===== config.mk =====
export PLATFORM = sky130hd
export DESIGN_NAME = aes_key_expander
export DESIGN_NICKNAME = d
export VERILOG_FILES = /design/src/rtl/aes_key_expander.sv
export SDC_FILE = /design/constraint.sdc
export NUM_CORES = 2
export LEC_CHECK = 0
export BUFFER_PORTS_ARGS = -buffer_cell sky130_fd_sc_hd__buf_2
export CELL_PAD_IN_SITES_DETAIL_PLACEMENT = 0
export CELL_PAD_IN_SITES_GLOBAL_PLACEMENT = 2
export CORE_AREA = 3 3 349 351
export CTS_CLUSTER_SIZE = 12
export DETAILED_ROUTE_END_ITERATION = 10
export DIE_AREA = 0 0 352 354
export GPL_TIMING_DRIVEN = 0
export PLACE_DENSITY_LB_ADDON = 0.25
export SLEW_MARGIN = 20
export SYNTH_ARGS = -nofsm -noshare
export SYNTH_HDL_FRONTEND = slang
export SYNTH_SLANG_ARGS = --single-unit
export TNS_END_PERCENT = 50

===== constraint.sdc =====
create_clock -name clk -period 5.8 [get_ports clk]
set_input_delay 1.16 -clock clk [delete_from_list [all_inputs] [get_ports clk]]
set_output_delay 1.16 -clock clk [all_outputs]
set_load 0.005 [all_outputs]

===== src/rtl/aes_key_expander.sv =====
// Iterative AES-128/192/256 key schedule: one 32-bit schedule word per cycle,
// 128-bit round keys delivered over a valid/ready stream with backpressure.
module aes_sbox (
   input  logic [7:0] a,
   output logic [7:0] y
);
   localparam logic [2047:0] SBOX_TABLE = {
      128'h637c777bf26b6fc53001672bfed7ab76, 128'hca82c97dfa5947f0add4a2af9ca472c0,
      128'hb7fd9326363ff7cc34a5e5f171d83115, 128'h04c723c31896059a071280e2eb27b275,
      128'h09832c1a1b6e5aa0523bd6b329e32f84, 128'h53d100ed20fcb15b6acbbe394a4c58cf,
      128'hd0efaafb434d338545f9027f503c9fa8, 128'h51a3408f929d38f5bcb6da2110fff3d2,
      128'hcd0c13ec5f974417c4a77e3d645d1973, 128'h60814fdc222a908846eeb814de5e0bdb,
      128'he0323a0a4906245cc2d3ac629195e479, 128'he7c8376d8dd54ea96c56f4ea657aae08,
      128'hba78252e1ca6b4c6e8dd741f4bbd8b8a, 128'h703eb5664803f60e613557b986c11d9e,
      128'he1f8981169d98e949b1e87e9ce5528df, 128'h8ca1890dbfe6426841992d0fb054bb16};

   // Entry 0 sits at the MSBs, so the byte for input a starts at bit 8*(255-a).
   assign y = SBOX_TABLE[{~a, 3'b000} +: 8];
endmodule

module aes_key_expander #(
   parameter int KEY_W = 256
) (
   input  logic             clk,
   input  logic             rst,
   input  logic             start,
   input  logic [1:0]       key_len,
   input  logic [KEY_W-1:0] key_in,
   output logic             busy,
   output logic             rk_valid,
   input  logic             rk_ready,
   output logic [127:0]     rk_data,
   output logic [3:0]       rk_idx,
   output logic             rk_last,
   output logic             done,
   output logic             err
);
   typedef enum logic [1:0] {IDLE, GEN, DRAIN} state_t;

   state_t           state_q, state_d;
   logic [KEY_W-1:0] key_q, key_d;
   logic [1:0]       len_q, len_d;
   logic [5:0]       t_q, t_d;
   logic [2:0]       k_q, k_d;
   logic [7:0]       rcon_q, rcon_d;
   logic [7:0][31:0] win_q, win_d;
   logic             rk_valid_q, rk_valid_d, rk_last_q, rk_last_d;
   logic [127:0]     rk_data_q, rk_data_d;
   logic [3:0]       rk_idx_q, rk_idx_d;
   logic             busy_q, busy_d, done_q, done_d, err_q, err_d;

   logic [3:0]  nk, nk_in;
   logic [5:0]  last_t;
   logic        in_legal, stall;
   logic [31:0] w_prev, w_nk, sub_in, sub_out, w_new;

   function automatic logic [3:0] nk_of(input logic [1:0] len);
      case (len)
         2'b00:   return 4'd4;
         2'b01:   return 4'd6;
         default: return 4'd8;
      endcase
   endfunction

   function automatic logic [7:0] xtime(input logic [7:0] x);
      return {x[6:0], 1'b0} ^ (x[7] ? 8'h1b : 8'h00);
   endfunction

   assign nk       = nk_of(len_q);
   assign nk_in    = nk_of(key_len);
   assign in_legal = (key_len != 2'b11) && ((32 * int'(nk_in)) <= KEY_W);
   // Last word index is 4*Nr+3 with Nr = Nk+6.
   assign last_t   = (len_q == 2'b00) ? 6'd43 : (len_q == 2'b01) ? 6'd51 : 6'd59;
   assign w_prev   = win_q[7];
   assign stall    = (t_q[1:0] == 2'b11) && rk_valid_q && !rk_ready;

   always_comb begin
      case (len_q)
         2'b00:   w_nk = win_q[4];
         2'b01:   w_nk = win_q[2];
         default: w_nk = win_q[0];
      endcase
   end

   // The same S-box bank serves RotWord+SubWord and the AES-256 mid-block SubWord.
   assign sub_in = (k_q == 3'd0) ? {w_prev[23:0], w_prev[31:24]} : w_prev;

   for (genvar i = 0; i < 4; i++) begin : g_sbox
      aes_sbox u_sbox (.a(sub_in[8*i +: 8]), .y(sub_out[8*i +: 8]));
   end

   always_comb begin
      if (t_q < {2'b00, nk})
         w_new = key_q[KEY_W-1 -: 32];
      else if (k_q == 3'd0)
         w_new = w_nk ^ sub_out ^ {rcon_q, 24'h0};
      else if (len_q == 2'b10 && k_q == 3'd4)
         w_new = w_nk ^ sub_out;
      else
         w_new = w_nk ^ w_prev;
   end

   always_comb begin
      state_d    = state_q;
      key_d      = key_q;
      len_d      = len_q;
      t_d        = t_q;
      k_d        = k_q;
      rcon_d     = rcon_q;
      win_d      = win_q;
      rk_valid_d = rk_valid_q;
      rk_last_d  = rk_last_q;
      rk_data_d  = rk_data_q;
      rk_idx_d   = rk_idx_q;
      busy_d     = busy_q;
      done_d     = 1'b0;
      err_d      = 1'b0;

      if (rk_valid_q && rk_ready) begin
         rk_valid_d = 1'b0;
         rk_last_d  = 1'b0;
      end

      case (state_q)
         IDLE: begin
            if (start) begin
               if (in_legal) begin
                  state_d = GEN;
                  key_d   = key_in;
                  len_d   = key_len;
                  t_d     = 6'd0;
                  k_d     = 3'd0;
                  rcon_d  = 8'h01;
                  busy_d  = 1'b1;
               end else begin
                  err_d = 1'b1;
               end
            end
         end
         GEN: begin
            if (!stall) begin
               win_d = {w_new, win_q[7:1]};
               key_d = key_q << 32;
               t_d   = t_q + 6'd1;
               k_d   = ({1'b0, k_q} == nk - 4'd1) ? 3'd0 : k_q + 3'd1;
               if (t_q >= {2'b00, nk} && k_q == 3'd0)
                  rcon_d = xtime(rcon_q);
               if (t_q[1:0] == 2'b11) begin
                  rk_data_d  = {win_q[5], win_q[6], win_q[7], w_new};
                  rk_idx_d   = t_q[5:2];
                  rk_valid_d = 1'b1;
                  rk_last_d  = (t_q == last_t);
               end
               if (t_q == last_t)
                  state_d = DRAIN;
            end
         end
         DRAIN: begin
            if (rk_valid_q && rk_ready) begin
               state_d = IDLE;
               busy_d  = 1'b0;
               done_d  = 1'b1;
            end
         end
         default: state_d = IDLE;
      endcase
   end

   always_ff @(posedge clk) begin
      if (rst) begin
         state_q    <= IDLE;
         key_q      <= '0;
         len_q      <= '0;
         t_q        <= '0;
         k_q        <= '0;
         rcon_q     <= '0;
         win_q      <= '0;
         rk_valid_q <= 1'b0;
         rk_last_q  <= 1'b0;
         rk_data_q  <= '0;
         rk_idx_q   <= '0;
         busy_q     <= 1'b0;
         done_q     <= 1'b0;
         err_q      <= 1'b0;
      end else begin
         state_q    <= state_d;
         key_q      <= key_d;
         len_q      <= len_d;
         t_q        <= t_d;
         k_q        <= k_d;
         rcon_q     <= rcon_d;
         win_q      <= win_d;
         rk_valid_q <= rk_valid_d;
         rk_last_q  <= rk_last_d;
         rk_data_q  <= rk_data_d;
         rk_idx_q   <= rk_idx_d;
         busy_q     <= busy_d;
         done_q     <= done_d;
         err_q      <= err_d;
      end
   end

   assign busy     = busy_q;
   assign rk_valid = rk_valid_q;
   assign rk_data  = rk_data_q;
   assign rk_idx   = rk_idx_q;
   assign rk_last  = rk_last_q;
   assign done     = done_q;
   assign err      = err_q;
endmodule


==> metrics.txt <==
Syn Area/Cell 7.16 sq um; H-tree depth 3; fmax 0.171 GHz; CTS tree yes; Filler cells 13000; slowest stage delay, CP 0.54 ns; Top Family by Delay on Critical Path compound AO/OA/AOI/OAI gates; drt first-iter violations 7253; HPWL after DPL 203000 um; Pre-Repair DR Iteration Count 7; Reg clk slew, reported paths 0.06 ns; Worst Min Path Start win_q[58]; Max Cap Viol 0; Worst Setup EP rk_data[5]; routability cong. 1.06; syn_nets 6087; Critical path origin k_q[1]; Yosys warning total 0; Crit. End Element flip-flop; vias in the first global route 48500; io pins 399; port buffer count 397; DR WL/cell 33.5 um; synth unique cells 101; Area contributors post-synth dfxtp_1, nand2_1, a21oi_1; RSZ-0062 raised after global routing true; Layout Nets 6558; Critical R2R Capture rk_data[5]; total grt overflow 0; post-route ant nets 0; GRT Overall Usage 40.3%; final worst path period need 5.85 ns; DRC viols 0; largest net degree at the start of global routing 23; worst path buffer plus inverter count 6; CTS Buffer Depth 3; Sum Neg Setup Slack -0.113 ns; Worst Path Max Fanout 13; Reg2Reg Setup Slack -0.05 ns; clk_lat worst skew 0.62 ns; Via Count 51500; vias per cell 6.50; first-pass GRT wire length 369000 um; Max IR drop VDD 0.000227 V; Post-synth top flop dfxtp_1; std cell rows 127; Pins Over Slew Limit 0; Cell Chain, Critical Path inv_1, ha_1, nor2b_1, buf_2, mux2_2, clkinv_2, buf_2, clkbuf_4, ha_2, inv_1, a211oi_2, a21oi_1, o221ai_1, a21oi_1, nor3_1, a2111oi_0, a211oi_2, xnor2_1, mux2i_1, o21ai_0; die area 125000 sq um; Die Span Y 354 um; starting density of the core 34.7%; crit path kind flip-flop to flip-flop; Rel. slew slack 16.4%; top cell type's share of synthesized area 32.4%; Post-synth EDFFs 0; setup violators final 5; WP data arrival 6.33 ns; Pwr Total 12.5 mW; Worst R2R Path Depth 20; Crit path depth 20; share of layout cells above drive strength 1 13.5%; Area Growth Syn to Fin 15.7%; Final Hold Violating Endpoints 0; fin crit share 101%; initial antenna violation count 35; final setup margin -0.0480 ns; # hold bufs at CTS 0; CTS Sinks 670; Syn Inst Count 5788; die width 352 um; WP data required 6.28 ns; pwr dens 261 nW/um^2; Syn Std Cell Area 41500 sq um; Worst-Margin Slew 1.22 ns; root buffer cell clkbuf_16; Yosys reg bits 670; status complete, but fails checks; Post-Route WL 265000 um; total CTS buffers 68; startpoint types flip-flop; Clock Skews 0.0210 ns; pre-CTS WS -1.11 ns; Worst Hold Depth 2; failing checks setup timing; Pleak 16.9 nW; worst min path class flip-flop to flip-flop; Async S/R FF share, synth 0%; register area share after synthesis 32.4%; reg2reg start k_q[1]; Yosys top cell by area dfxtp_1; Slowest-stage cell, CP a211oi_2; core area 119000 sq um
layout make-up:
type	instances	area (sq um)	share of cell area (%)
plain buffers	610	2740	5.72
well taps	1612	2020	4.21
inverters	46	178	0.370
flip-flops and latches	670	13400	28.0
multi-input cells	4456	25400	53.0
diodes	27	67.6	0.141
clock buffers	91	1930	4.03
repair buffers	407	2100	4.37
clock inverters	6	91.3	0.190
routing by layer:
layer	global-route usage [%]	up-vias	wire, um
met1	52.2	24900	107000
met3	13.7	852	32600
li1	-	21900	-
met5	0	-	80
met4	20.7	14	15500
met2	59.4	3738	110000
cells in the mapped netlist (all sizes together) (47+ instances only):
master and instances:
mux2i 107, nor3 72, clkbuf 407, a221oi 47
a311oi 270, o21ai 237, a211oi 105, nand3 107
dfxtp 670, o211ai 92, a22oi 48, nor2 540
nand2 1435, a31oi 88, a21oi 596, buf 209
o221ai 50
cells by family (layout without fill, tap and decap cells):
group / Yosys count / in the layout / synth area share [%]
AOI/OAI and AO/OA: 1872 / 1872 / 31.0
xor gates and xnor gates: 48 / 48 / 1.03
adders and majority gates: 37 / 37 / 1.12
buffers and inverters: 662 / 1160 / 6.95
DFF: 670 / 670 / 32.4
muxes: 148 / 148 / 4.09
other: 0 / 27 / 0
and+or+nand+nor: 2351 / 2351 / 23.4
worst min path at each step:
stage                     slack, ns        end
final                          0.45  win_q[26]
after floorplan                0.43   win_q[0]
after detailed placement       0.44  win_q[14]
after CTS                      0.45   win_q[8]
after global placement         0.44  win_q[26]
after global routing           0.47  win_q[26]
cells in the final DEF (no fill, tap or decap), types with 92 or more instances in the layout:
cell / count
nor2_1: 535
mux2i_1: 95
o211ai_1: 92
buf_2: 531
o21ai_0: 218
a311oi_1: 266
nand3_1: 107
dfxtp_1: 670
nand2_1: 1434
clkbuf_1: 381
a21oi_1: 587
worst reg2reg max path, delay by kind of cell, from the launching register on:
| kind | cells | cell delay, ns |
|---|---|---|
| buf+inv | 6 | 1.55 |
| mux | 2 | 0.71 |
| simple gates | 2 | 0.67 |
| fa+ha+maj | 2 | 0.71 |
| xor+xnor | 1 | 0.12 |
| flops | 1 | 0.34 |
| compound gates | 7 | 1.61 |
state kept, by name, indices dropped and copies added (netlist names):
register / flops
rcon_q: 8
k_q: 3
err: 1
state_q: 2
rk_valid: 1
rk_idx: 4
len_q: 2
rk_data: 128
win_q: 224
w_prev: 32
rk_last: 1
busy: 1
key_q: 256
t_q: 6
done: 1
per-stage QoR:
| step | area [sq um] | utilization, % | std cells | hold slack (ns) |
|---|---|---|---|---|
| 5_1_grt | 47900 | 40.2 | 7915 | 0.466 |
| 6_report | 48000 | 40.2 | 7925 | 0.450 |
| 4_1_cts | 47700 | 40.0 | 7894 | 0.447 |
| 2_1_floorplan | 41500 | - | 5788 | 0.432 |
| 3_5_place_dp | 45600 | 38.2 | 7802 | 0.443 |
| 3_3_place_gp | 45500 | 38.1 | 7797 | 0.439 |
report_power, final:
group          switching, mW  internal [mW]
combinational           2.38          0.906
clock                   1.89           2.36
sequential             0.177           4.80
repair_timing:
item | 4_1_cts | 5_1_grt
endpoints found under the hold margin | 0 | 0
setup buffers | 0 | 3
endpoints found under the setup margin | 48 | 44
pin swaps | 2 | 6
cloned | 0 | 0
resized for setup | 41 | 52
Note: power is estimated with default switching activity, not from simulation.
